===== config.mk =====
export PLATFORM = sky130hd
export DESIGN_NAME = rgb565_gray_pack4_ise
export DESIGN_NICKNAME = d
export VERILOG_FILES = /design/src/rtl/rgb565_gray_pack4_ise.sv
export SDC_FILE = /design/constraint.sdc
export NUM_CORES = 1
export LEC_CHECK = 0
export BUFFER_PORTS_ARGS = -buffer_cell sky130_fd_sc_hd__buf_2
export CORE_MARGIN = 2
export CORE_UTILIZATION = 55
export DETAILED_ROUTE_END_ITERATION = 8
export PLACE_DENSITY = 0.79
export SLEW_MARGIN = 10
export SYNTH_ARGS = -nofsm -noshare
export SYNTH_HDL_FRONTEND = slang
export SYNTH_SLANG_ARGS = --single-unit

===== constraint.sdc =====
create_clock -name clock -period 15 [get_ports clock]
set_input_delay 0 -clock clock [delete_from_list [all_inputs] [get_ports clock]]
set_output_delay 0 -clock clock [all_outputs]
set_load 0.01 [all_outputs]

===== src/rtl/rgb565_gray_pack4_ise.sv =====
`default_nettype none
// ============================================================================
//  Module   : rgb565_gray_pack4_ise
//  Purpose  : Multi-cycle custom instruction that converts four RGB565 pixels
//             to 8-bit grayscale, one pixel per cycle, through one shared
//             weighting datapath. The four gray bytes are packed into one
//             32-bit result word.
//  Revision : 1.0 - initial release
// ============================================================================
module rgb565_gray_pack4_ise #(
  parameter logic [7:0] customInstructionId = 8'd0
) (
  input  logic        clock,
  input  logic        reset,
  input  logic        start,
  input  logic [7:0]  iseId,
  input  logic [31:0] valueA,
  input  logic [31:0] valueB,
  output logic        done,
  output logic [31:0] result
);

  // Luma weights scaled by 256. The sum is truncated, not rounded, so the
  // output matches the single-pixel grayscale instruction bit for bit.
  localparam logic [15:0] C_WEIGHT_R = 16'd54;
  localparam logic [15:0] C_WEIGHT_G = 16'd183;
  localparam logic [15:0] C_WEIGHT_B = 16'd19;

  // IDLE waits for an issue, CONV walks the four pixels, and DONE emits the
  // one-cycle completion pulse.
  typedef enum logic [1:0] {
    ST_IDLE = 2'd0,
    ST_CONV = 2'd1,
    ST_DONE = 2'd2
  } state_t;

  state_t      state_q, state_d;
  logic [1:0]  cnt_q, cnt_d;
  logic [31:0] opa_q, opa_d;
  logic [31:0] opb_q, opb_d;
  logic [31:0] pack_q, pack_d;
  logic        done_q, done_d;
  logic [31:0] result_q, result_d;

  logic        accept_w;
  logic [15:0] pix_w;
  logic [15:0] r_ext_w;
  logic [15:0] g_ext_w;
  logic [15:0] b_ext_w;
  logic [15:0] sum_w;
  logic [7:0]  gray_w;

  // The instruction is taken only when idle and addressed to this block.
  // A start in any other state, or carrying another ID, has no effect.
  assign accept_w = start && (iseId == customInstructionId) && (state_q == ST_IDLE);

  // Pick the pixel for the current step from the latched operands.
  always_comb begin
    pix_w = 16'h0000;
    case (cnt_q)
      2'd0:    pix_w = opa_q[15:0];
      2'd1:    pix_w = opa_q[31:16];
      2'd2:    pix_w = opb_q[15:0];
      default: pix_w = opb_q[31:16];
    endcase
  end

  // Shared weighting datapath: three constant multiplies and one adder.
  // The largest possible sum is 13792, so 16 bits cannot overflow.
  assign r_ext_w = {11'd0, pix_w[15:11]};
  assign g_ext_w = {10'd0, pix_w[10:5]};
  assign b_ext_w = {11'd0, pix_w[4:0]};
  assign sum_w   = (r_ext_w * C_WEIGHT_R) + (g_ext_w * C_WEIGHT_G) + (b_ext_w * C_WEIGHT_B);
  assign gray_w  = 8'(sum_w >> 8);

  // Next-state logic. Outputs default to idle values, so result is zero in
  // every cycle that does not carry the completion pulse.
  always_comb begin
    state_d  = state_q;
    cnt_d    = cnt_q;
    opa_d    = opa_q;
    opb_d    = opb_q;
    pack_d   = pack_q;
    done_d   = 1'b0;
    result_d = 32'h0000_0000;

    case (state_q)
      ST_IDLE: begin
        if (accept_w) begin
          opa_d   = valueA;
          opb_d   = valueB;
          pack_d  = 32'h0000_0000;
          cnt_d   = 2'd0;
          state_d = ST_CONV;
        end
      end

      ST_CONV: begin
        case (cnt_q)
          2'd0:    pack_d[7:0]   = gray_w;
          2'd1:    pack_d[15:8]  = gray_w;
          2'd2:    pack_d[23:16] = gray_w;
          default: pack_d[31:24] = gray_w;
        endcase
        if (cnt_q == 2'd3) begin
          state_d = ST_DONE;
        end else begin
          cnt_d = cnt_q + 2'd1;
        end
      end

      ST_DONE: begin
        done_d   = 1'b1;
        result_d = pack_q;
        state_d  = ST_IDLE;
      end

      default: begin
        state_d = ST_IDLE;
      end
    endcase
  end

  // State and output registers. Reset abandons any request in flight, so an
  // interrupted request never produces a completion pulse.
  always_ff @(posedge clock) begin
    if (reset) begin
      state_q  <= ST_IDLE;
      cnt_q    <= 2'd0;
      opa_q    <= 32'h0000_0000;
      opb_q    <= 32'h0000_0000;
      pack_q   <= 32'h0000_0000;
      done_q   <= 1'b0;
      result_q <= 32'h0000_0000;
    end else begin
      state_q  <= state_d;
      cnt_q    <= cnt_d;
      opa_q    <= opa_d;
      opb_q    <= opb_d;
      pack_q   <= pack_d;
      done_q   <= done_d;
      result_q <= result_d;
    end
  end

  assign done   = done_q;
  assign result = result_q;

endmodule
`default_nettype wire

==> summary.md <==
| Metric | Value |
|---|---|
| Post-Synthesis Cells | 841 |
| Fmax | 133.2 MHz |
| Chip width | 119.5 um |
| Yosys reg bits | 133 |
| Worst reg-to-reg path cell count | 26 |
| Total GRT Usage | 26.15% |
| CTS tree | built |
| RSZ-0062 raised after global routing | no |
| Synth area leader | dfxtp_1 |
| Core area | 13140 um2 |
| Final min period | 7509 ps |
| Syn nets | just over 1000 |
| Clock Path Buffers | 2 |
| Vias per inst | 5.328 |
| Sink Count | 133 |
| Total wire length | roughly 18000 um |
| Avg Synthesized Cell Area | ~8.7 um2 |
| Status | complete, no violations |
| Pwr per Cell Area | 85.69 nW/um2 |
| Max cap viols | 0 |
| Mux cell area share after synthesis | about 2.5% |
| Final setup vio count | 0 |
| Postcts setup bufs | 0 |
| Ratio of cells with drive above 1 in the final layout | about 15% |
| Xor-xnor portion of the synthesized cell area | 1.552% |
| Die area | 14280 um2 |
| CTS Root Buffer Type | clkbuf_16 |
| Worst Path Required | 15350 ps |
| Top cell types by occurrence after synthesis | nand2_1, dfxtp_1, inv_1 |
| CTS Hold Bufs | 64 |
| Critical Path Start Type | register |
| DR WL/cell | 15.40 um |
| Hold Startpoint | reset |
| Min-Delay Path Depth | 3 |
| Largest net degree at the start of global routing | 98 |
| Worst-Margin Slew | 940.8 ps |
| Worst-case vdd ir drop | 0.07372 mV |
| GPL Wtd Cong | 0.8996 |
| FF+latch area | 2663 um2 |
| Top cell type's share of synthesized area | a little over a third |
| Die Y | approximately 120 um |
| Top_reg_cell synth | dfxtp_1 |
| H-Tree Level Count | 4 |
| Most frequent cell after synthesis | nand2_1 |
| Layout Skew | 7.804 ps |
| Clk_lat worst skew | 420 ps |
| Ys Warns | 0 |
| Synth cell types | 47 |
| Worst hold path class | primary input to register |
| FILL cells | 985 |
| R2R Setup Slk | 7490 ps |
| Synth async-reset ratio | 0% |
| Hold Vio Cnt, Final | 0 |
| Multi-input logic area | 4160 um2 |
| DP Wirelength | 12330 um |
| Synth area leaders | dfxtp_1, ha_1, fa_1, nand2_1, a21oi_1 |
| Via count | 6292 |
| Total power | around 790 uW |
| Hold worst-path end | state_q[0] |
| Post-synth EDFFs | 0 |
| # diodes | 0 |
| Placed cell count | approximately 1100 |
| Crit-path max FO | 19 |
| First-pass GRT wire length | 29400 um |
| First-pass detailed-route iteration total | 5 |
| Synth Area in Compound Gates | 13.05% |
| TNS Setup | 0 ps |
| # IOs | 108 |
| Max Transition Viols Final | 0 |
| Cts bufs inserted | 17 |
| Share of the yosys chip area belonging to registers | 36.30% |
| Worst reg2reg path startpoint | cnt_q[0] |
| Crit Path Class | register to register |
| Area of the mapped netlist | 7335 um2 |
| DRC Markers | 0 |
| Initial DRC count | around 450 |
| # resized after CTS | 0 |
| Final period util | 50.06% |
| Number of cell rows | 42 |
| Nets | 1176 |
| Post-Synth Adder-Cell Area | between 20% and 30% |
| IO Port Bufs | ~110 |
| Critical Path AT | 7860 ps |
| Fin cells | 1181 |
| Critical path endpoint category | register |
| Largest family of logic cells by synthesized area | adder cells |
| Synth Area in Simple Gates | 17.11% |
| Slew HR | between 30 and 40% |
| Post-route ant nets | 0 |
| GR Overflow Total | 0 |
| Pre-CTS setup slack | about 7600 ps |
| Worst-path clk slew | ~60 ps |
| Final core occ | 69.95% |
| RR Endpoint | pack_q[30] |
| Setup ws final | 7491 ps |
| Initial Util | 55.83% |
| Initial antenna violation count | 0 |
| Number of global-route vias before repair | 6274 |
| Leak Pwr | approximately 4.2 nW |
| Area growth syn-to-layout | 25.30% |
## sequential cells by signal, summed over array words and instances (netlist names)
register,count
cnt_q,2
done,1
state_q,2
result,32
pack_q,32
opa_q,32
opb_q,32
## cell type report
cell class | count | area share [%]
Inverter | 99 | 4.044
Multi-Input combinational cell | 568 | 45.27
Clock inverter | 9 | 1.116
Sequential cell | 133 | 28.97
Tap cell | 176 | 2.396
Clock buffer | 22 | 5.160
Timing Repair Buffer | 174 | 13.04
## where the power goes
group          internal [mW]  total, mW  switching (mW)  leakage, nW
Clock                  0.255      0.401           0.146        0.278
Combinational         0.0197     0.0327          0.0129         2.87
Sequential             0.354      0.354        0.000161         1.07
## cell families after synthesis
group,Yosys count
buffers and inverters,140
AND/OR/NAND/NOR,276
multiplexers,17
XOR/XNOR,13
AO/OA/AOI/OAI,154
flip-flops,133
adder cells (fa/ha/maj),108
## worst max-delay path by stage
stage / slack (ps) / from / endpoint / cells past startpoint
4_1_cts: 7560 / cnt_q[0] / pack_q[30] / 26
3_3_place_gp: 7890 / cnt_q[0] / pack_q[22] / 24
6_report: 7490 / cnt_q[0] / pack_q[30] / 26
5_1_grt: 7060 / cnt_q[0] / pack_q[14] / 26
3_5_place_dp: 7590 / cnt_q[0] / pack_q[30] / 26
2_1_floorplan: 8050 / cnt_q[0] / pack_q[14] / 27
## metrics by stage
step	cell area, um2	hold WS [ps]
final	9190	268.1
after global placement	7969	245.5
after CTS	9186	297.1
after floorplan	7335	136.0
after detailed placement	7969	246.5
after global routing	9190	338.5
## layout by cell type, fill, tap and decap left out, types with 2 or more instances in the layout
cell type and count:
nand3_1 13, o311ai_0 4, bufinv_16 2, fa_1 38, xor2_1 7, a21oi_1 82
clkbuf_1 2, clkbuf_8 3, nor4_1 2, nand3b_1 9, a211oi_1 4, nor3_1 11
clkbuf_16 17, a31oi_1 5, clkinv_2 4, a222oi_1 6, a22oi_1 10, mux2i_1 7
nor2b_1 3, nor2_1 17, nand4b_1 5, o21ai_0 11, inv_1 99, a32o_1 8
xnor2_1 6, nand2b_1 4, nand2_1 170, mux2_2 10, a21o_1 9, buf_4 3
buf_2 107, dfxtp_1 133, dlygate4sd3_1 64, and2_1 34, ha_1 70, clkinvlp_4 3
o21ai_1 5
## routing by layer
layer	vias to the layer above	global-route usage [%]	routed length (um)
li1	3080	-	-
met1	2911	30.91	7432
met5	-	0	0
met2	250	46.89	9153
met3	51	4.454	1071
met4	0	10.59	534
## critical path, cell delays in order (launching register included)
cell and delay, ps:
dfxtp_1 430, ha_1 690, a222oi_1 250, mux2i_1 380
ha_1 330, ha_1 280, inv_1 50, fa_1 500
inv_1 40, ha_1 330, a21oi_1 250, nor2b_1 80
o21ai_0 220, nand2b_1 100, xor2_1 160, ha_1 280
inv_1 50, fa_1 460, fa_1 550, inv_1 40
ha_1 370, and3_1 190, a41o_1 250, a2111o_1 420
a21oi_2 190, mux2_2 390, o21ai_1 140
Power figures use the tool's default switching activity.
